<file path="src/rtl/mux_eq_pkg.sv">
// mux_eq_pkg: shared FSM state type and sweep-vector constants for the mux equivalence checker
package mux_eq_pkg;
  typedef enum logic [1:0] {IDLE, SETTLE, CHECK, DONE} state_t;
  localparam int VEC_W = 6;
  localparam int NUM_VEC = 64;
  localparam logic [VEC_W-1:0] LAST_VEC = 6'd63;
endpackage

</file>
<file path="src/rtl/mux_eq_vec_gen.sv">
// mux_eq_vec_gen: {S,D} sweep counter plus settle timer (clk, rst, clear, advance -> vec, settle_done, last_vec)
module mux_eq_vec_gen
  import mux_eq_pkg::*;
#(
  parameter int SETTLE_CYCLES = 1
) (
  input  logic             clk,
  input  logic             rst,
  input  logic             clear,
  input  logic             advance,
  output logic [VEC_W-1:0] vec,
  output logic             settle_done,
  output logic             last_vec
);
  localparam logic [3:0] SET_MAX = 4'(SETTLE_CYCLES - 1);
  logic [VEC_W-1:0] vec_q, vec_d;
  logic [3:0] set_q, set_d;
  // The settle timer restarts with every new vector and parks at SET_MAX until the next one.
  always_comb begin
    vec_d = clear ? '0 : advance ? vec_q + 6'd1 : vec_q;
    set_d = (clear || advance) ? '0 : settle_done ? set_q : set_q + 4'd1;
  end
  always_ff @(posedge clk or posedge rst) begin
    if (rst) begin
      vec_q <= '0;
      set_q <= '0;
    end else begin
      vec_q <= vec_d;
      set_q <= set_d;
    end
  end
  assign vec         = vec_q;
  assign settle_done = set_q == SET_MAX;
  assign last_vec    = vec_q == LAST_VEC;
endmodule

</file>
<file path="config.mk">
export PLATFORM = sky130hd
export DESIGN_NAME = mux_eq_vec_gen
export DESIGN_NICKNAME = d
export VERILOG_FILES = /design/src/rtl/mux_eq_pkg.sv /design/src/rtl/mux_eq_vec_gen.sv
export SDC_FILE = /design/constraint.sdc
export NUM_CORES = 1
export LEC_CHECK = 0
export ABC_AREA = 1
export CAP_MARGIN = 15
export CORE_UTILIZATION = 40
export DETAILED_ROUTE_END_ITERATION = 8
export PLACE_DENSITY = 0.69
export SETUP_SLACK_MARGIN = 0.5
export SYNTH_ARGS = -nofsm -noshare
export SYNTH_HDL_FRONTEND = slang
export SYNTH_SLANG_ARGS = --single-unit
</file>
<file path="constraint.sdc">
create_clock -name clk -period 1.9 [get_ports clk]
set_clock_uncertainty 0.15 [all_clocks]
set_input_delay 0.19 -clock clk [delete_from_list [all_inputs] [get_ports clk]]
set_output_delay 0.19 -clock clk [all_outputs]
set_load 0.02 [all_outputs]
</file>
==> results.json, run 1 <==
{
  "grt_max_degree": 11,
  "drive_gt1_share_pct": 36.6,
  "core_area_sq_um": 1300,
  "cts_tree": "yes",
  "clkLatencyLatePin_ps": 270,
  "hpwl_um": 863,
  "arrival_ps": 1210,
  "cp-start-kind": "register",
  "nNetsFinal": 101,
  "dp_worst_setup_slack_ps": 53.9,
  "yosysSeqAreaShare_pct": 45.1,
  "ant_nets": 0,
  "critPathCaptureType": "primary output",
  "outcome": "finished, final reports clean",
  "wirelength_um": 1270,
  "fin_area_sq_um": 865,
  "grt_pass1_vias": 470,
  "hold_violations": 0,
  "yosys_warnings": 0,
  "cts.sinks": 10,
  "power_leakage_nw": 0.437,
  "p_per_area_nw_per_um2": 712,
  "antenna_found_initial": 0,
  "slew_violations": 0,
  "fin_setup_tns_ps": 0,
  "critPathKind": "reg -> out",
  "root_buffer": "clkbuf_4",
  "synth_cells": 68,
  "fin_ws_ps": 348,
  "period_needed_ps": 1550,
  "viasPerCell": 4.83,
  "layout_common_cells": "inv_1, nand2_1, buf_4, dfrtp_1",
  "power.total_w": 0.000615,
  "grt_pass1_wl_um": 1900,
  "portBuffers": 11,
  "die_area_sq_um": 1540,
  "syn_avg_cell_area_sq_um": 8.15,
  "ir_worst_vdd_v": 0.000433,
  "die_h_um": 39.2,
  "vias": 522,
  "cap_violations": 0,
  "ctsHtreeMaxLevel": 1,
  "layout_commonest_cell": "inv_1",
  "clk_path_buf_depth": 2,
  "syn_area_sq_um": 554,
  "dp_cells": 96,
  "initial_core_util_pct": 42.6,
  "antenna_cells": 0,
  "setup_viol": 0,
  "grt_use_total_pct": 19.9,
  "synthDistinctLibCells": 16,
  "numCtsBuffers": 3,
  "postCtsHoldBufs": 0,
  "fp.dieW_um": 39.2,
  "clk_pin_slew_ps": 80,
  "crit_fanout": 3,
  "route.detailed.drc": 0,
  "dpl_cell_area_sq_um": 712,
  "rows": 13,
  "hold_path_class": "in -> async",
  "ys_ff_latch": 10,
  "routedWlPerCell_um": 11.8,
  "tightest_slew_ps": 392,
  "rsz0062_at_grt": "true",
  "syn_to_final_growth_pct": 56.0,
  "drtPass1Iterations": 4,
  "min_period_over_period_pct": 81.7,
  "gp_congestion": 0.785,
  "grt.overflow.total": 0,
  "max_freq_mhz": 644,
  "crit_required_ps": 1560,
  "syn-num-nets": 75,
  "layoutNonFillerInstCount": 108,
  "maxSlewHeadroom_pct": 73.8,
  "ioPinCount": 12,
  "drt-initial-drc-count": 7
}
## cell families after synthesis
family / Yosys count / synth area share, %
adder cells (fa/ha/maj): 3 / 6.77
flip-flops: 10 / 45.1
buffers and inverters: 15 / 10.2
XOR/XNOR: 2 / 3.16
AO/OA/AOI/OAI: 6 / 5.87
AND/OR/NAND/NOR: 32 / 28.9
## cell usage after synthesis
cell	count	area [sq um]
nor2_4	2	22.5
nor3_1	2	10.0
nand3_1	9	45.0
o21ai_0	3	15.0
ha_1	3	37.5
nor2_1	6	22.5
inv_2	1	3.75
inv_1	14	52.6
nand4_1	2	12.5
nand3_2	1	10.0
xnor2_1	1	8.76
dfrtp_1	10	250
xor2_1	1	8.76
nand2_1	10	37.5
a21oi_1	2	10.0
o31ai_1	1	7.51
## sequential cells by signal (all words and copies together), names as in the netlist
| register | flops |
|---|---|
| set_q | 4 |
| vec | 6 |
## critical path: stages, from the launching register on
cell and delay [ps]:
dfrtp_2 390, ha_4 150, nand3_4 90, nor3_4 170
buf_6 130
## per-stage QoR
stage / util, % / hold WS [ps]
floorplan: - / -120
global placement: 54.7 / 350
detailed placement: 54.7 / 362
CTS: 61.2 / 69.7
global route: 66.4 / 100
finish: 66.4 / 49.7
## layer usage
layer	vias up	wire, um	GRT usage (%)
met5	-	0	0
met4	0	25	12.9
met3	4	31	5.20
met2	9	626	31.7
met1	242	589	23.0
li1	267	-	-
## report_power, final
| group | internal [W] | total, W | switching (W) |
|---|---|---|---|
| Combinational | 0.0000718 | 0.000165 | 0.0000931 |
| Sequential | 0.000233 | 0.000252 | 0.0000194 |
| Clock | 0.000116 | 0.000198 | 0.0000820 |
| Total | 0.000421 | 0.000615 | 0.000195 |
## worst paths after layout
check                      startpoint        to  slack [ps]  cells past startpoint
min reg2reg                  set_q[3]  set_q[3]         400                      2
min                               rst    vec[5]          50                      2
max in group asynchronous         rst    vec[1]        1240                      2
max                            vec[0]  last_vec         350                      4
min in group clk             set_q[3]  set_q[3]         400                      2
max reg2reg                  set_q[0]  set_q[0]         530                      7
## what timing repair did
item | CTS | global route
setup buffers | 5 | 3
resized for setup | 27 | 11
endpoints found under the setup margin | 8 | 6
pin swaps | 2 | 3
## final cells by class
class,count,area (sq um)
repair buffers,21,173
clock buffers,4,36.3
flip-flops and latches,10,253
inverters,15,56.3
fillers,103,437
well taps,15,18.8
multi-input cells,43,328
No activity file was read; power rests on OpenSTA's default activity.
==> run 2: changes to the inputs <==
==> constraint.sdc (replaced) <==
create_clock -name clk -period 1.6 [get_ports clk]
set_clock_uncertainty 0.15 [all_clocks]
set_input_delay 0.16 -clock clk [delete_from_list [all_inputs] [get_ports clk]]
set_output_delay 0.16 -clock clk [all_outputs]
set_load 0.02 [all_outputs]
==> run 2 against run 1 <==
Compared with the run above:
- cell area up 24%
- clock power up 18%
- global-route usage up 1.9 points
- critical path depth unchanged
- critical endpoint unchanged
- core utilization up 16 points
- wire length up 65%
- first-iteration DRC count rose to 2.9 times the previous value
- power up 32%
- hold slack worse by 36 ps
- sequential power up 19%
- register-to-register slack worse by 390 ps
- highest routed layer unchanged
==> results.json, run 2 (synthesis results as in run 1) <==
{
  "outcome": "finished, final reports clean",
  "syn_to_final_growth_pct": 94.1,
  "ctsHtreeMaxLevel": 1,
  "core_area_sq_um": 1300,
  "cp-start-kind": "register",
  "rsz0062_at_grt": "true",
  "cts_tree": "yes",
  "final_core_util_pct": 82.7,
  "viasPerCell": 5.05,
  "cts.sinks": 10,
  "antenna_cells": 0,
  "crit_family": "flip-flops",
  "maxSlewHeadroom_pct": 74.7,
  "die_h_um": 39.2,
  "wirelength_um": 2100,
  "clkLatencyLatePin_ps": 260,
  "period_needed_ps": 1460,
  "power_leakage_nw": 0.535,
  "die_area_sq_um": 1540,
  "drtPass1Iterations": 4,
  "clk_path_buf_depth": 2,
  "gp_congestion": 0.797,
  "vias": 621,
  "arrival_ps": 1150,
  "initial_core_util_pct": 42.6,
  "rows": 13,
  "max_freq_mhz": 683,
  "routedWlPerCell_um": 17.1,
  "grt_pass1_vias": 493,
  "route.detailed.drc": 0,
  "crit_required_ps": 1290,
  "min_period_over_period_pct": 91.4,
  "tightest_slew_ps": 379,
  "ant_nets": 0,
  "grt_use_total_pct": 21.8,
  "grt_pass1_wl_um": 2150,
  "critical-path-slowest-cell": "dfrtp_2",
  "ioPinCount": 12,
  "cp_cell_sequence": "ha_4 -> nand3_4 -> nor3_4 -> buf_6",
  "power.total_w": 0.000810,
  "critPathKind": "reg -> out",
  "layout_commonest_cell": "buf_4",
  "grt.overflow.total": 0,
  "hold_violations": 0,
  "p_per_area_nw_per_um2": 753,
  "setup_viol": 0,
  "slew_violations": 0,
  "fin_setup_tns_ps": 0,
  "nNetsFinal": 116,
  "cpPeakStageDelay_ps": 390,
  "drt-initial-drc-count": 20,
  "ir_worst_vdd_v": 0.000909,
  "fp.dieW_um": 39.2,
  "grt_max_degree": 11,
  "largest_reg_flops": 6,
  "drive_gt1_share_pct": 62.0,
  "numCtsBuffers": 3,
  "root_buffer": "clkbuf_4",
  "hpwl_um": 964,
  "path_buf_inv": 1,
  "antenna_found_initial": 0,
  "crit_fanout": 2,
  "cap_violations": 0,
  "clk_pin_slew_ps": 70,
  "postCtsHoldBufs": 0,
  "hold_path_class": "in -> async",
  "critPathCaptureType": "primary output",
  "portBuffers": 11,
  "layout_common_cells": "buf_4, buf_6, inv_1, nand2_1"
}
## run 2: cell types whose count changed in the layout (fill, tap and decap cells not counted), sizes merged
| cell | previous run | this run |
|---|---|---|
| clkbuf | 5 | 4 |
| dlymetal6s2s | 0 | 1 |
| buf | 13 | 33 |
| dlygate4sd2 | 4 | 0 |
| clkdlybuf4s50 | 3 | 2 |
## run 2: layout make-up
class / count / area [sq um]
Multi-Input combinational cell: 43 / 380
Clock buffer: 4 / 36.3
Timing Repair Buffer: 36 / 327
Inverter: 15 / 58.8
Tap cell: 15 / 18.8
Fill cell: 80 / 225
Sequential cell: 10 / 255
## run 2: worst paths after layout
kind                               start        to  slack [ps]  depth (start not counted)
worst min-delay path                 rst  set_q[0]          10                          2
worst max-delay path              vec[0]  last_vec         140                          4
worst min register to register  set_q[2]  set_q[2]         480                          2
max in group asynchronous            rst    vec[3]         990                          2
worst max register to register    vec[0]    vec[4]         140                          8
min in group clk                   clear    vec[1]         140                          4
## run 2: timing repair
item,CTS,global route
endpoints found under the setup margin,15,17
setup buffers,4,10
pin swaps,7,8
resized for setup,60,13
## run 2: per-layer routing
metal  wire [um]  share of wire [%]  global-route usage, %  vias up
li1            -                  -                      -      299
met1         928                 44                   28.0      303
met2        1070                 51                   36.3       15
met3          61                2.9                   5.20        4
met4          40                1.9                   5.17        0
met5           0                  0                      0        -
## run 2: power breakdown
group	internal (W)	switching (W)
Sequential	0.000276	0.0000226
Combinational	0.000130	0.000148
Clock	0.000138	0.0000950
Total	0.000544	0.000266
## run 2: through the flow
step	setup slack [ps]	hold WS [ps]	area, sq um	cells
2_1_floorplan	309	-150	618	68
4_1_cts	164	30.3	941	113
6_report	137	13.2	1080	123
3_5_place_dp	-86.4	311	830	105
5_1_grt	86.2	46.5	1080	123
3_3_place_gp	-61.6	310	830	105
